<file path="src/rtl/irrigation_timer_ctrl.sv">
// Irrigation watering timer: two-digit BCD countdown driving a valve.
// Optional pause/resume is compiled in with macro TIMER_PAUSE_EN.
module irrigation_timer_ctrl (
  input  logic       clockin,
  input  logic       reset,
  input  logic       tick,
  input  logic       botao,
  input  logic [3:0] preset_u,
  input  logic [3:0] preset_d,
  input  logic       start,
  input  logic       pause,
  output logic [3:0] Q_u,
  output logic [3:0] Q_d,
  output logic       valve,
  output logic       done,
  output logic [1:0] state
);

  typedef enum logic [1:0] {
    S_IDLE  = 2'b00,
    S_RUN   = 2'b01,
    S_PAUSE = 2'b10,
    S_DONE  = 2'b11
  } state_t;

  state_t     r_state;
  state_t     w_state_nx;
  logic [3:0] r_q_u;
  logic [3:0] r_q_d;
  logic [3:0] w_q_u_nx;
  logic [3:0] w_q_d_nx;
  logic       r_valve;
  logic       w_valve_nx;
  logic       r_done;
  logic       w_done_nx;

  logic [3:0] w_ld_u;
  logic [3:0] w_ld_d;
  logic [3:0] w_dec_u;
  logic [3:0] w_dec_d;
  logic       w_dec_zero;
  logic       w_cnt_zero;
  logic       w_pause;

  // Digits above 9 are saturated so the count stays valid BCD.
  function automatic logic [3:0] bcd_clamp(input logic [3:0] x);
    return (x > 4'd9) ? 4'd9 : x;
  endfunction

`ifdef TIMER_PAUSE_EN
  assign w_pause = pause;
`else
  logic w_unused_pause;
  assign w_unused_pause = pause;
  assign w_pause = 1'b0;
`endif

  assign w_ld_u = bcd_clamp(preset_u);
  assign w_ld_d = bcd_clamp(preset_d);
  assign w_cnt_zero = (r_q_u == 4'd0) && (r_q_d == 4'd0);

  // BCD decrement with borrow; floor at 00 so the count never wraps.
  always_comb begin
    w_dec_u = r_q_u;
    w_dec_d = r_q_d;
    if (!w_cnt_zero) begin
      if (r_q_u == 4'd0) begin
        w_dec_u = 4'd9;
        w_dec_d = r_q_d - 4'd1;
      end else begin
        w_dec_u = r_q_u - 4'd1;
      end
    end
  end

  assign w_dec_zero = (w_dec_u == 4'd0) && (w_dec_d == 4'd0);

  // Next-state and next-output decode; botao outranks everything.
  always_comb begin
    w_state_nx = r_state;
    w_q_u_nx   = r_q_u;
    w_q_d_nx   = r_q_d;
    w_valve_nx = r_valve;
    w_done_nx  = 1'b0;
    unique case (r_state)
      S_IDLE: begin
        w_valve_nx = 1'b0;
        if (botao) begin
          w_q_u_nx = w_ld_u;
          w_q_d_nx = w_ld_d;
        end else if (start && !w_cnt_zero) begin
          w_state_nx = S_RUN;
          w_valve_nx = 1'b1;
        end
      end
      S_RUN: begin
        w_valve_nx = 1'b1;
        if (botao) begin
          w_state_nx = S_IDLE;
          w_valve_nx = 1'b0;
          w_q_u_nx   = w_ld_u;
          w_q_d_nx   = w_ld_d;
        end else if (w_pause) begin
          w_state_nx = S_PAUSE;
          w_valve_nx = 1'b0;
        end else if (tick) begin
          w_q_u_nx = w_dec_u;
          w_q_d_nx = w_dec_d;
          if (w_dec_zero) begin
            w_state_nx = S_DONE;
            w_valve_nx = 1'b0;
            w_done_nx  = 1'b1;
          end
        end
      end
      S_PAUSE: begin
        w_valve_nx = 1'b0;
`ifdef TIMER_PAUSE_EN
        if (botao) begin
          w_state_nx = S_IDLE;
          w_q_u_nx   = w_ld_u;
          w_q_d_nx   = w_ld_d;
        end else if (w_pause) begin
          w_state_nx = S_RUN;
          w_valve_nx = 1'b1;
        end
`else
        w_state_nx = S_IDLE;
`endif
      end
      S_DONE: begin
        w_state_nx = S_IDLE;
        w_valve_nx = 1'b0;
        w_q_u_nx   = 4'd0;
        w_q_d_nx   = 4'd0;
      end
      default: begin
        w_state_nx = S_IDLE;
        w_valve_nx = 1'b0;
      end
    endcase
  end

  // State and all outputs registered; reset closes the valve at once.
  always_ff @(posedge clockin or posedge reset) begin
    if (reset) begin
      r_state <= S_IDLE;
      r_q_u   <= 4'd0;
      r_q_d   <= 4'd0;
      r_valve <= 1'b0;
      r_done  <= 1'b0;
    end else begin
      r_state <= w_state_nx;
      r_q_u   <= w_q_u_nx;
      r_q_d   <= w_q_d_nx;
      r_valve <= w_valve_nx;
      r_done  <= w_done_nx;
    end
  end

  assign Q_u   = r_q_u;
  assign Q_d   = r_q_d;
  assign valve = r_valve;
  assign done  = r_done;
  assign state = r_state;

endmodule

</file>
<file path="config.mk">
export PLATFORM = sky130hd
export DESIGN_NAME = irrigation_timer_ctrl
export DESIGN_NICKNAME = d
export VERILOG_FILES = /design/src/rtl/irrigation_timer_ctrl.sv
export SDC_FILE = /design/constraint.sdc
export NUM_CORES = 1
export LEC_CHECK = 0
export ABC_AREA = 1
export BUFFER_PORTS_ARGS = -buffer_cell sky130_fd_sc_hd__buf_2
export CAP_MARGIN = 20
export CORE_AREA = 2 2 44 46
export CTS_BUF_LIST = sky130_fd_sc_hd__clkbuf_4 sky130_fd_sc_hd__clkbuf_8
export CTS_CLUSTER_DIAMETER = 30
export DETAILED_ROUTE_END_ITERATION = 8
export DIE_AREA = 0 0 46 48
export GPL_TIMING_DRIVEN = 1
export HOLD_SLACK_MARGIN = 0.03
export PLACE_DENSITY = 0.76
export SLEW_MARGIN = 10
export SYNTH_ARGS = -nofsm -noshare
export SYNTH_HDL_FRONTEND = slang
export SYNTH_SLANG_ARGS = --single-unit
</file>
<file path="constraint.sdc">
create_clock -name clockin -period 1.61 [get_ports clockin]
set_input_delay 0.322 -clock clockin [delete_from_list [all_inputs] [get_ports clockin]]
set_output_delay 0.322 -clock clockin [all_outputs]
set_load 0.05 [all_outputs]
</file>
=== Yosys cells after proc, flatten, opt, wreduce, memory -nomap -nowiden ===
Index checks and enable logic that the tools add are counted.

* Muxes and demuxes: 30
* Equality and inequality tests: 8
* Add/subtract/negate cells: 2
* Reductions and logical operators: 13
* Magnitude comparators: 2

{| class="wikitable"
|+ Operators by type and width
! cell !! count
|-
| $mux W4 || 12
|-
| $pmux W4 S3 || 2
|-
| $logic_not A4 Y1 || 4
|-
| $mux W2 || 5
|-
| $mux W1 || 9
|-
| $gt A4 B4 Y1 const B || 2
|-
| $sub A4 B1 Y4 const B || 2
|-
| $ne A2 B2 Y1 const B || 3
|-
| $ne A3 B3 Y1 const B || 2
|-
| $pmux W2 S3 || 1
|-
| $eq A2 B2 Y1 const B || 2
|-
| $reduce_and A4 Y1 || 1
|-
| $logic_and A1 B1 Y1 || 3
|-
| $pmux W1 S3 || 1
|-
| $reduce_and A3 Y1 || 1
|-
| $reduce_bool A3 Y1 || 1
|-
| $eq A2 B1 Y1 const B || 1
|-
| $logic_not A2 Y1 || 1
|-
| $reduce_or A2 Y1 || 1
|-
| $logic_not A1 Y1 || 1
|}

* Flip-flop bits (word level): 12
* Output and inout bits: 12
* Word-level logic and storage cells: 60
* Bits of input ports: 14

=== Depth between registers and ports, before layout ===
* Depth in word-level cells: 9
* Mapped depth: 12
* Gate-level depth less buffers: 12

=== Worst setup path before layout ===
No wires, ideal clock.

* Path type: reg2reg
* Start: register r_q_d[0], in the netlist Q_d[0]
* End: register r_valve, in the netlist valve
* Clock period less this slack: 1.791 ns
* Cell stages (with the launch flop): 13
* Arrival time: 1.673 ns
* Data required time: 1.492 ns
* Path slack: -0.181 ns
* Buffers on the path: 0
* Path through: dfrtp_1 inv_1 ha_1 nand2_1 nor2_1 nor2_4 nand2_2 nand2_2 nand2_1 nor2_1 nand2_1 nand2_1 nand2_1

* Word-level cells in the longest chain between the ends: 9

{| class="wikitable"
|+ Ends and longest elaborated chain
! what !! RTL line !! RTL
|-
| start, declared || 29 || <nowiki>logic [3:0] r_q_d;</nowiki>
|-
| start signal, assigned || 155 || <nowiki>r_q_d <= w_q_d_nx;</nowiki>
|-
| $sub A4 B1 Y4 or $logic_not A4 Y1 (tied branches) || 69, 60 ||
|-
| $mux W4 or $logic_and A1 B1 Y1 (tied branches) || 67, 60 ||
|-
| $mux W4 || 66 || <nowiki>if (!w_cnt_zero) begin</nowiki>
|-
| $logic_not A4 Y1 || 76 || <nowiki>assign w_dec_zero = (w_dec_u == 4'd0) && (w_dec_d == 4'd0);</nowiki>
|-
| $logic_and A1 B1 Y1 || 76 ||
|-
| $mux W1 || 109 || <nowiki>if (w_dec_zero) begin</nowiki>
|-
| $mux W1 || 106 || <nowiki>end else if (tick) begin</nowiki>
|-
| $mux W1 || 98 || <nowiki>if (botao) begin</nowiki>
|-
| $pmux W1 S3 (*) || 85 || <nowiki>unique case (r_state)</nowiki>
|-
| named net w_valve_nx || 33 || <nowiki>logic w_valve_nx;</nowiki>
|-
| end signal, assigned || 156 || <nowiki>r_valve <= w_valve_nx;</nowiki>
|-
| end, declared || 32 || <nowiki>logic r_valve;</nowiki>
|}

Mark *: on every way through the listed nets, which the timed path passes. The rest lies on a longest branch.
A chain may end at the register's enable or synchronous reset.

=== Worst setup path in the final report ===
* Start: register r_q_u[3], in the netlist Q_u[3]
* End: register r_done, in the netlist done

* Word-level cells in the longest chain between the ends: 9

{| class="wikitable"
|+ Ends and longest elaborated chain
! what !! RTL line !! RTL
|-
| start, declared || 28 || <nowiki>logic [3:0] r_q_u;</nowiki>
|-
| start signal, assigned || 154 || <nowiki>r_q_u <= w_q_u_nx;</nowiki>
|-
| $sub A4 B1 Y4 or $logic_not A4 Y1 (tied branches) || 71, 60, 67 ||
|-
| $mux W4 or $logic_and A1 B1 Y1 (tied branches) || 67, 60 ||
|-
| $mux W4 || 66 ||
|-
| $logic_not A4 Y1 || 76 ||
|-
| $logic_and A1 B1 Y1 (*) || 76 ||
|-
| $mux W1 (*) || 109 ||
|-
| $mux W1 (*) || 106 ||
|-
| $mux W1 (*) || 98 ||
|-
| $mux W1 (*) || 85 ||
|-
| named net w_done_nx || 35 || <nowiki>logic w_done_nx;</nowiki>
|-
| end signal, assigned || 157 || <nowiki>r_done <= w_done_nx;</nowiki>
|-
| end, declared || 34 || <nowiki>logic r_done;</nowiki>
|}

Marked as above.

==> qor.txt <==
Clock power share: 22.0%
Final Setup Violations: 0
Fmax achieved: 671 MHz
Synth cell count leaders: nand2_1, inv_1, nor2_1, dfrtp_1, a21oi_1
Switch Pwr: 504 µW
Crit path launch: Q_u[3]$_DFFE_PP0P_
Synth area leaders: dfrtp_1, nand2_1, inv_1, nor2_1, a21oi_1
Status: finished, final reports clean
Core box area: 1690 µm²
Max Root-Sink Buffers: 2
Final TNS setup: 0 ps
Final period utilization: 92.6%
Share of cells above drive strength 1: 30.2%
Worst hold path type: in -> async
IO buf count: 24
FF-to-FF path depth: 7
Cell variety after synth: 23
Slew Viols, Final: 0
Critical Path AT: 1680 ps
Peak supply drop: 541 µV
Post-Synthesis Cells: 129
Iteration-0 DRC Markers: 25
DIE HEIGHT: 48 µm
Slew Limit Headroom: 68.9%
Cell leakage power: 0.000588 µW
Clk sink count: 12
Number of enable flip-flop cells after synthesis: 0
MaxCap Viol Count: 0
Routability cong.: 0.795
Combinational Power Share: 43.3%
Global Route Usage Sum: 23.6%
DR vias: 958
#FFs+latches synth: 12
Remaining global-route overflow: 0
Nets@finish: 176
Async SR Flop Fraction: 100%
Synthesized net count: 145
Top cell type's share of synthesized area: 33.9%
CP startpoint kind: register
Post-DR vias/cell: 5.44
Initial antenna violation count: 0
Seq/Total Area, Yosys: 33.9%
CTS tree: yes
WL final: 2260 µm
Antenna cell count: 0
Mapped Area: 885 µm²
Pre-Repair DR Iteration Count: 4
Synth Flop Type: dfrtp_1
Critical Path End: done$_DFF_PP0_
Fin util: 64.7%
First-pass GRT wire length: 3590 µm
Largest net degree at the start of global routing: 13
Critical Path RT: 1800 ps
Reg2reg start: Q_u[3]$_DFFE_PP0P_
Initial core utilization: 52.4%
Clock transition at path regs: 80 ps
Yosys warning total: 0
Post-synth top area cell: dfrtp_1
Most frequent cell after synthesis: nand2_1
DP Wirelength: 1820 µm
H-tree Lvls: 1
Clock Tree Root: clkbuf_4
DIE WIDTH: 46 µm
Sequential power share: 34.7%
# DRC: 0
# rows: 15
Critical path fanouts, max: 5
Num ports: 26
Vias in the first global route: 857
Area grow syn2layout: 23.5%
R2R Path End: done$_DFF_PP0_
Fin. Hold Viols: 0
Routed Antenna Nets: 0
Post-CTS setup-driven buffer insertion count: 0
Avg Cell Area, Syn: 6.86 µm²
Layout Skew: 9.56 ps
Power Density: 1030 nW/µm²
Worst setup EP type: register
Clk_lat worst skew: 280 ps
WL/cell: 12.8 µm
Fin crit period: 1490 ps
R2r setup slk: 120 ps
Num CTS Buffers: 3
Fillers: 159
Sw frac: 44.9%
Slew @ Worst Pin: 466 ps
P_int: 619 µW
Worst Setup Path Type: reg -> reg
Die ar.: 2210 µm²
==> metal layers <==
metal  up-vias  wire [µm]  part of all wire (%)  GRT usage, %
met5         -          0                     0             0
met4         0         46                   2.0          14.9
met3         4         97                   4.3          4.15
met2        35       1100                    49          38.1
met1       434       1020                    45          29.2
li1        485          -                     -             -
==> flip-flops by register name, summed over array words and instances (netlist names) <==
name and count:
Q_d 4, Q_u 4, state 2, done 1, valve 1
==> through the flow <==
stage	instance area, µm²	std cells	total power, µW	hold WS (ps)	setup slack [ps]
2_1_floorplan	887	129	748	187	27.8
4_1_cts	1080	176	1120	48.4	86.9
6_report	1090	176	1120	28.9	120
5_1_grt	1090	176	1190	80.5	-14.6
3_5_place_dp	1040	172	874	360	85.9
3_3_place_gp	1040	172	860	352	132
==> how the worst min path moves through the flow <==
stage | start | end | cells past startpoint
detailed placement | reset | Q_u[0]$_DFFE_PP0P_ | 2
global placement | reset | Q_u[0]$_DFFE_PP0P_ | 2
global route | reset | done$_DFF_PP0_ | 2
finish | reset | Q_u[0]$_DFFE_PP0P_ | 2
CTS | reset | Q_u[0]$_DFFE_PP0P_ | 2
floorplan | reset | Q_d[2]$_DFFE_PP0P_ | 1
==> power by group through the flow <==
stage                     Sequential [µW]  Clock, µW  Combinational (µW)
after detailed placement              395          0                 480
after global placement                393          0                 468
final                                 390        247                 486
after floorplan                       524          0                 225
after CTS                             389        254                 480
after global routing                  396        263                 531
==> placed cells by master, fill, tap and decap left out <==
cell / count
ha_1: 2
dfrtp_1: 10
a22oi_1: 3
clkbuf_4: 3
inv_2: 2
nand3_2: 2
nor3_1: 3
nor2_2: 1
buf_2: 24
o21a_1: 1
nand4_1: 3
nor2_1: 17
dfrtp_2: 2
o21ai_1: 2
o21ai_0: 5
o31ai_1: 1
a31oi_1: 1
nand2_2: 5
clkbuf_8: 1
a211oi_1: 1
inv_1: 18
a21oi_1: 11
nand2_1: 26
o22a_1: 1
nand2_4: 1
nand3_1: 6
nor2_4: 4
buf_4: 3
==> kinds of logic (layout without fill, tap and decap cells) <==
logic type	after synthesis	in the layout	share of synthesized area (%)
AOI/OAI and AO/OA	26	26	17.0
adders and majority gates	2	2	2.83
buffers and inverters	21	51	9.34
DFF	12	12	33.9
and+or+nand+nor	68	68	36.9
==> layout make-up <==
cell class,count,area [µm²],area share (%)
clock buffer,4,36.3,3.32
inverter,20,75.1,6.87
multi-input combinational,96,514,47.1
sequential,12,303,27.7
tap,17,21.3,1.95
timing repair buffer,27,143,13.1
==> critical path, cell delays in order (launching register included) <==
cell and delay [ps]:
dfrtp_1 460, nor2_4 210, nand2_4 110, nor2_1 110
nand2_1 70, nand3_1 130, nand2_1 90, nor3_1 220
==> what timing repair did <==
item                                    in CTS  in global routing
endpoints found under the setup margin       0                  2
hold buffers                                 0                  0
gates resized for setup                      0                  3
(Power assumes the default switching activity.)
